[config.mk]
export PLATFORM = sky130hd
export DESIGN_NAME = instr_decode_reg
export DESIGN_NICKNAME = d
export VERILOG_FILES = /design/src/rtl/instr_decode_reg.sv
export SDC_FILE = /design/constraint.sdc
export NUM_CORES = 1
export LEC_CHECK = 0
export CAP_MARGIN = 10
export CORE_MARGIN = 4
export CORE_UTILIZATION = 43
export CTS_CLUSTER_DIAMETER = 40
export DETAILED_ROUTE_END_ITERATION = 8
export PLACE_DENSITY = 0.76
export REMOVE_ABC_BUFFERS = 1
export SLEW_MARGIN = 30
export SYNTH_ARGS = -nofsm -noshare
export SYNTH_HDL_FRONTEND = slang
export SYNTH_SLANG_ARGS = --single-unit
[constraint.sdc]
create_clock -name clk -period 5.25 [get_ports clk]
set_input_delay 1.575 -clock clk [delete_from_list [all_inputs] [get_ports clk]]
set_output_delay 1.575 -clock clk [all_outputs]
set_load 0.05 [all_outputs]
[src/rtl/instr_decode_reg.sv]
// IF/ID pipeline register: 2-entry skid buffer with MIPS field split.
// Optional stall counter enabled by defining DECODE_STATS_EN.
module instr_decode_reg #(
    parameter int unsigned PC_W    = 32,
    parameter int unsigned INSTR_W = 32
) (
    input  logic               clk,
    input  logic               reset,
    input  logic               in_valid,
    output logic               in_ready,
    input  logic [INSTR_W-1:0] instr,
    input  logic [PC_W-1:0]    pc_in,
    input  logic               flush,
    output logic               out_valid,
    input  logic               out_ready,
    output logic [PC_W-1:0]    pc_out,
    output logic [5:0]         opcode,
    output logic [4:0]         rs,
    output logic [4:0]         rt,
    output logic [4:0]         rd,
    output logic [4:0]         shamt,
    output logic [5:0]         funct,
    output logic [15:0]        immediate,
    output logic [25:0]        target,
`ifdef DECODE_STATS_EN
    output logic               imm_zero_sel,
    output logic [31:0]        stall_count
`else
    output logic               imm_zero_sel
`endif
);

    typedef enum logic [1:0] {StEmpty, StOne, StTwo} state_e;

    state_e             state_q, state_d;
    logic [INSTR_W-1:0] main_instr_q, main_instr_d;
    logic [PC_W-1:0]    main_pc_q, main_pc_d;
    logic [INSTR_W-1:0] skid_instr_q, skid_instr_d;
    logic [PC_W-1:0]    skid_pc_q, skid_pc_d;
    logic               in_ready_q, in_ready_d;
    logic               out_valid_q, out_valid_d;
    logic               push, pop;

    assign push = in_valid & in_ready_q;
    assign pop  = out_valid_q & out_ready;

    always_comb begin
        state_d      = state_q;
        main_instr_d = main_instr_q;
        main_pc_d    = main_pc_q;
        skid_instr_d = skid_instr_q;
        skid_pc_d    = skid_pc_q;
        if (flush) begin
            state_d = StEmpty;
        end else begin
            unique case (state_q)
                StEmpty: begin
                    if (push) begin
                        main_instr_d = instr;
                        main_pc_d    = pc_in;
                        state_d      = StOne;
                    end
                end
                StOne: begin
                    if (push && !pop) begin
                        skid_instr_d = instr;
                        skid_pc_d    = pc_in;
                        state_d      = StTwo;
                    end else if (pop && !push) begin
                        state_d = StEmpty;
                    end else if (pop && push) begin
                        main_instr_d = instr;
                        main_pc_d    = pc_in;
                    end
                end
                StTwo: begin
                    // Skid word always drains to main before anything newer is accepted.
                    if (pop) begin
                        main_instr_d = skid_instr_q;
                        main_pc_d    = skid_pc_q;
                        state_d      = StOne;
                    end
                end
                default: state_d = StEmpty;
            endcase
        end
        in_ready_d  = (state_d != StTwo);
        out_valid_d = (state_d != StEmpty);
    end

    always_ff @(posedge clk or posedge reset) begin
        if (reset) begin
            state_q      <= StEmpty;
            main_instr_q <= '0;
            main_pc_q    <= '0;
            skid_instr_q <= '0;
            skid_pc_q    <= '0;
            in_ready_q   <= 1'b1;
            out_valid_q  <= 1'b0;
        end else begin
            state_q      <= state_d;
            main_instr_q <= main_instr_d;
            main_pc_q    <= main_pc_d;
            skid_instr_q <= skid_instr_d;
            skid_pc_q    <= skid_pc_d;
            in_ready_q   <= in_ready_d;
            out_valid_q  <= out_valid_d;
        end
    end

    assign in_ready     = in_ready_q;
    assign out_valid    = out_valid_q;
    assign pc_out       = main_pc_q;
    assign opcode       = main_instr_q[31:26];
    assign rs           = main_instr_q[25:21];
    assign rt           = main_instr_q[20:16];
    assign rd           = main_instr_q[15:11];
    assign shamt        = main_instr_q[10:6];
    assign funct        = main_instr_q[5:0];
    assign immediate    = main_instr_q[15:0];
    assign target       = main_instr_q[25:0];
    // ANDI/ORI/XORI zero-extend; LUI and everything else sign-extend.
    assign imm_zero_sel = (main_instr_q[31:26] == 6'h0C) || (main_instr_q[31:26] == 6'h0D) ||
                          (main_instr_q[31:26] == 6'h0E);

`ifdef DECODE_STATS_EN
    logic [31:0] stall_q;

    always_ff @(posedge clk or posedge reset) begin
        if (reset) begin
            stall_q <= '0;
        end else if (in_valid && !in_ready_q && (stall_q != 32'hFFFF_FFFF)) begin
            stall_q <= stall_q + 32'd1;
        end
    end

    assign stall_count = stall_q;
`endif

endmodule

Word level (Yosys, flattened, before mapping)
Cells that the tools add are included.
{ "classes": {"n_eq_ne": 11, "muxes": 18, "bitwise_logic": 3, "reduce_logical": 12} }
{ "op_table": {"columns": ["operator", "count"], "rows": [
  ["2-to-1 mux 32 bit", 10],
  ["case mux 32 bit (3 select lines)", 2],
  ["== test 6 x 4 -> 1 bit, second input constant", 3],
  ["inequality test 2 bit, second input constant", 6],
  ["2-to-1 mux 2 bit", 5],
  ["AND reduction 7 bit", 1],
  ["case mux 2 bit (3 select lines)", 1],
  ["logical AND 1 bit", 3],
  ["AND reduction 3 bit", 1],
  ["nonzero test 3 bit", 1],
  ["AND 1 bit", 2],
  ["== test 2 x 1 -> 1 bit, second input constant", 1],
  ["== test 2 bit, second input constant", 1],
  ["zero test 1 bit", 2],
  ["zero test 2 bit", 1],
  ["logical OR 1 bit", 2],
  ["nonzero test 2 bit", 1],
  ["NOT 1 bit", 1]
]} }
{ "totals": {"regBits": 132, "in_bits": 69, "output_inout_bits": 109, "elab_cells": 51} }

Logic depth before layout (Yosys ltp)
Gate-level depths: netlist of the first run.
{ "logic_depth": {"ltp_word": 8, "mapped_depth": 5, "depth_no_buf": 3} }

Worst setup path after synthesis of the first run
OpenSTA, ideal clock, no wires.
{ "synth_path": {"path_kind": "reg2out", "from": "register main_instr_q[26]", "to": "output port imm_zero_sel", "arrival_time_ns": 3.114, "required_ns": 3.675, "setup_slack_ns": 0.561, "path_stages_with_launch": 2, "path_cell_list": "dfrtp_1 a2111oi_0"} }
{ "synth_between": {"elab_chain_len": 3, "elab_cells_between_ends": 5} }
{ "synth_lines": {"columns": ["item", "line_no", "source"], "rows": [
  ["start: declaration", "36", "logic [INSTR_W-1:0] main_instr_q, main_instr_d;"],
  ["start signal: assignment", "102", "main_instr_q <= main_instr_d;"],
  ["== test 6 x 4 -> 1 bit", "123", "assign imm_zero_sel = (main_instr_q[31:26] == 6'h0C) || (main_instr_q[31:26] == 6'h0D) ||"],
  ["logical OR 1 bit", "123", null],
  ["logical OR 1 bit (*)", "123", null],
  ["end: declaration", "29", "output logic imm_zero_sel"]
]} }
Every way passes the cells marked *; elsewhere a longest branch is shown, timed or not.

Worst setup path in the final report of the first run
Same ends and word-level chain as after synthesis.

==> flow_metrics.py, run 1 <==
metrics = {
    "finish": {
        "drive_above_1_share_pct": 39.53,
        "layout_commonest_cell": "clkdlybuf4s50_1",
        "final_area_um2": 8369,
        "num_antenna_cells": 0,
        "nNetsFinal": 613,
        "area_growth_pct": 33.49,
        "final_cell_mix": "clkdlybuf4s50_1, mux2_2, dfrtp_1",
    },
    "synthesis": {
        "synth.largest_area_cell": "dfrtp_1",
        "ys_ff_latch": 132,
        "postSynthCellCount": 404,
        "seq_area_frac_synth_pct": 52.70,
        "syn_area_um2": 6270,
        "avgSynthCellArea_um2": 15.52,
        "synth_cell_types": 26,
        "synth_top_area_share_pct": 52.28,
        "yosys_warnings": 0,
        "ys_top_cells_by_area": "dfrtp_1, mux2_2, mux2_4, buf_4, buf_6",
    },
    "clock_tree": {
        "clk_pin_slew_ps": 50,
        "cts_tree": "built",
        "cts_buffers": 17,
        "hold_buffers": 0,
        "cts_resized": 0,
        "cts-root-buf": "clkbuf_16",
        "ctsLongestPathBuffers": 2,
        "clock_latency_ps": 400,
        "h-tree-depth": 4,
        "numClockSinks": 132,
        "postCtsSetupBuffers": 0,
    },
    "floorplan": {
        "die_y_um": 128.8,
        "row_count": 43,
        "core-area_um2": 14100,
        "dieArea_um2": 16580,
        "fp.dieW_um": 128.8,
        "start_util_pct": 44.48,
        "ios": 178,
    },
    "sta": {
        "fin_worst_skew_ps": 6.939,
        "period_needed_ps": 3667,
        "tightest_slew_ps": 818.5,
        "hold_violations": 0,
        "rsz0062_at_grt": "no",
        "setup_viol": 0,
        "slew_headroom_pct": 45.43,
        "fmax_mhz": 272.7,
        "drv_slew": 0,
        "setup-tns-final_ps": 0,
        "finalCritPeriodShare_pct": 69.86,
    },
    "setup_path": {
        "path_class": "register to output pin",
        "arrival_ps": 2090,
        "r2r_setup_slack_ps": 2840,
        "r2r_cells": 5,
        "startpoint_type": "register",
        "r2r-start": "state_q[0]",
        "r2r-end": "pc_out[6]",
        "required_ps": 3680,
        "end_kind": "output pin",
        "crit_fanout": 3,
    },
    "grt": {
        "overflow": 0,
        "grt_max_degree": 70,
        "grt_pass1_wl_um": 20560,
        "grt_pass1_vias": 4042,
        "grt.total_usage_pct": 15.63,
        "antenna_found_initial": 0,
    },
    "power": {
        "ir_worst_vdd_uv": 352.0,
        "power_density_nw_per_um2": 618.2,
        "power.leakage_nw": 3.491,
        "power_mw": 5.174,
    },
    "run": {
        "drv_cap": 0,
    },
    "hold_path": {
        "min_from": "skid_pc_q[11]",
        "whs_path_depth": 1,
        "hold_path.class": "register to register",
        "whs_endpoint": "skid_pc_q[11]",
    },
    "route": {
        "drt_first_pass_iters": 4,
        "viasPerCell": 5.018,
        "post_drt_wl_per_cell_um": 17.44,
        "vias": 3683,
        "drt_drc_violations_left": 0,
        "totalWireLength_um": 12800,
        "drtIter0Drc": 104,
        "ant_nets": 0,
    },
    "outcome": {
        "status": "finished clean",
    },
    "placement": {
        "dp_hpwl_um": 8383,
        "placed_area_um2": 7848,
        "port_buffers": 177,
        "routabilityCongestion": 0.7084,
    },
}
## final cells by class
cell class / instances / area (µm²)
multi-input combinational: 209 / 2481
sequential: 132 / 3304
inverter: 2 / 10.01
clock buffer: 24 / 471.7
fill: 1102 / 5727
tap: 180 / 225.2
clock inverter: 5 / 30.03
timing repair buffer: 182 / 1847
## metrics by stage
stage | hold WS, ps | instances | utilization, % | setup slack, ps
floorplan | 454.1 | 343 | - | 126.8
global placement | 463.4 | 704 | 55.67 | 1732
detailed placement | 475.5 | 704 | 55.67 | 1681
CTS | 487.7 | 733 | 59.23 | 1544
global route | 512.2 | 734 | 59.37 | 1405
finish | 480.8 | 734 | 59.37 | 1583
## critical path, cell delays in order, from the launching register on
cell	delay, ps
dfrtp_1	390
a2111oi_0	420
clkdlybuf4s50_1	880
## kinds of logic after synthesis
family / share of synthesized area (%)
AOI/OAI and AO/OA: 1.018
xor gates and xnor gates: 0.1397
buffers and inverters: 7.843
DFF: 52.70
muxes: 36.88
and+or+nand+nor: 1.417
## per-layer routing
metal | track usage [%] | wire length [µm] | vias to the layer above
met5 | 0 | 0 | -
met4 | 3.953 | 125 | 0
met3 | 5.853 | 890 | 9
met2 | 26.16 | 6445 | 115
met1 | 19.19 | 5339 | 1887
li1 | - | - | 1672
## worst max-delay path by stage
stage,startpoint,endpoint,slack (ps),cells past startpoint
finish,main_instr_q[26],imm_zero_sel,1580,2
detailed placement,in_valid,pc_out[8],1680,5
floorplan,out_ready,skid_instr_q[25],130,3
global placement,in_valid,pc_out[0],1730,5
global route,main_instr_q[26],imm_zero_sel,1410,2
CTS,main_instr_q[26],imm_zero_sel,1540,2
## flip-flops by register name, indices dropped and copies added (netlist names)
name	flops
main_instr_q	32
in_ready	1
skid_pc_q	32
pc_out	32
out_valid	1
skid_instr_q	32
state_q	2
## cell usage after synthesis
cell type  count
nand3b_4       1
mux2_2       144
nor3_1         1
xor2_1         1
nand2b_1       1
mux2_1         8
inv_1          2
clkbuf_1       1
buf_6         12
nand2_1        2
nor4_4         1
buf_2          6
a221oi_4       1
dfrtp_1      131
buf_4         42
a221oi_1       1
a211oi_1       1
a2111oi_0      1
nand4_1        1
mux2_4        40
dfstp_2        1
or3_1          1
o21a_1         1
nor4bb_1       1
o21ai_0        1
and2_1         1
## power by group
group	internal, mW	switching, mW
registers	1.43	0.260
clock network	0.617	0.395
logic	0.997	1.48
Note: power is estimated with default switching activity, not from simulation.
==> run 2, diff against run 1 <==
Clock period 5.25 ns to 3.3 ns, I/O delays scaled along.
==> run 2 against run 1 <==
Routed wire length increased by 3.3%; critical path depth decreased by 1; critical endpoint is now in_ready; combinational power increased by 60%; via count increased by 1.4%; flip-flop and latch count unchanged; cell count increased by 0.82%.
==> flow_metrics.py, run 2 (same netlist as run 1, synthesis figures left out) <==
metrics = {
    "sta": {
        "finalCritPeriodShare_pct": 84.50,
        "fin_worst_skew_ps": 6.779,
        "drv_slew": 0,
        "tightest_slew_ps": 612.2,
        "slew_headroom_pct": 59.18,
        "hold-worst-slack_ps": 496.4,
        "layout_setup_ws_ps": 511.5,
        "period_needed_ps": 2789,
        "hold_violations": 0,
        "setup-tns-final_ps": 0,
        "setup_viol": 0,
        "fmax_mhz": 358.6,
        "rsz0062_at_grt": "no",
    },
    "clock_tree": {
        "numClockSinks": 132,
        "hold_buffers": 0,
        "ctsLongestPathBuffers": 2,
        "clk_pin_slew_ps": 50,
        "h-tree-depth": 4,
        "cts-root-buf": "clkbuf_16",
        "cts_tree": "built",
        "cts_buffers": 17,
        "clock_latency_ps": 410,
        "postCtsSetupBuffers": 0,
    },
    "setup_path": {
        "end_kind": "output pin",
        "arrival_ps": 1800,
        "slowest_delay_ps": 810,
        "crit_family": "buffers and inverters",
        "startpoint": "in_ready",
        "r2r-start": "state_q[0]",
        "path_class": "register to output pin",
        "startpoint_type": "register",
        "cp.depth": 1,
        "crit_fanout": 4,
        "r2r_setup_slack_ps": 950,
        "r2r_cells": 4,
        "critPathBufInv": 1,
        "slowest_stage": "clkdlybuf4s50_1",
        "required_ps": 2310,
        "cp_cell_sequence": "clkdlybuf4s50_1",
    },
    "finish": {
        "multi_input_area_um2": 2481,
        "num_antenna_cells": 0,
        "layout_commonest_cell": "clkdlybuf4s50_1",
        "layout.area.seq_um2": 3304,
        "area_growth_pct": 36.96,
        "fin_util_pct": 60.92,
        "final_area_um2": 8587,
        "stdcell_count": 740,
        "fillers": 1086,
        "nNetsFinal": 616,
        "final_cell_mix": "clkdlybuf4s50_1, mux2_2, dfrtp_1",
        "drive_above_1_share_pct": 40.36,
    },
    "grt": {
        "grt_pass1_wl_um": 21630,
        "overflow": 0,
        "grt.total_usage_pct": 16.68,
        "grt_pass1_vias": 4119,
        "antenna_found_initial": 0,
        "grt_max_degree": 48,
    },
    "floorplan": {
        "row_count": 43,
        "die_y_um": 128.8,
        "start_util_pct": 44.48,
        "core-area_um2": 14100,
        "fp.dieW_um": 128.8,
        "ios": 178,
        "dieArea_um2": 16580,
    },
    "hold_path": {
        "hold_path.class": "register to register",
        "whs_path_depth": 1,
        "min_from": "skid_pc_q[11]",
    },
    "route": {
        "drt-met1-wl_um": 5477,
        "ant_nets": 0,
        "wl_met3_um": 907,
        "drt_first_pass_iters": 4,
        "viasPerCell": 5.047,
        "met2WireLength_um": 6692,
        "post_drt_wl_per_cell_um": 17.87,
        "totalWireLength_um": 13230,
        "drt_drc_violations_left": 0,
        "drtIter0Drc": 111,
        "vias": 3735,
        "routed.top_layer": "met4",
    },
    "power": {
        "swShare_pct": 39.41,
        "power_density_nw_per_um2": 1018,
        "power.net_switching_mw": 3.444,
        "power_mw": 8.740,
        "internal-power_mw": 5.296,
        "seq_power_share_pct": 30.7,
        "comb_power_share_pct": 45.4,
        "power.leakage_nw": 3.608,
        "ir_worst_vdd_uv": 515.2,
        "p_clk_share_pct": 24.0,
    },
    "placement": {
        "port_buffers": 177,
        "dp_hpwl_um": 8873,
        "place_ws_ps": 434.5,
        "routabilityCongestion": 0.7206,
        "placed_area_um2": 7928,
        "dp.cells": 708,
    },
    "run": {
        "drv_cap": 0,
    },
    "outcome": {
        "status": "finished clean",
    },
}
[run 2: cell type report]
cell class              instances  area share, %
multi-input cells             209          28.89
repair buffers                185          22.24
clock buffers                  22          5.289
clock inverters                10          2.360
inverters                       2         0.1166
well taps                     180          2.623
flip-flops and latches        132          38.48
[run 2: what timing repair did]
item                                    4_1_cts  5_1_grt
endpoints found under the setup margin        0        1
gates resized for setup                       0        1
hold endpoints to repair                      0        0
[run 2: final timing paths]
path	endpoint
setup / recovery	in_ready
min in group asynchronous	skid_instr_q[4]
setup reg to reg	main_instr_q[5]
hold reg to reg	skid_pc_q[11]
max in group asynchronous	main_instr_q[22]
hold / removal	skid_pc_q[11]
[run 2: routing by layer]
layer / global-route usage, % / vias up
li1: - / 1678
met1: 20.21 / 1923
met2: 28.17 / 118
met3: 5.729 / 16
met4: 5.065 / 0
met5: 0 / -
[run 2: power groups by stage]
stage                     sequential (mW)  clock (mW)  combinational, mW
after floorplan                      4.39           0              0.904
after global placement               2.65           0               3.94
after detailed placement             2.70           0               3.99
after CTS                            2.69        2.14               4.00
after global routing                 2.77        2.22               4.12
final                                2.68        2.10               3.96
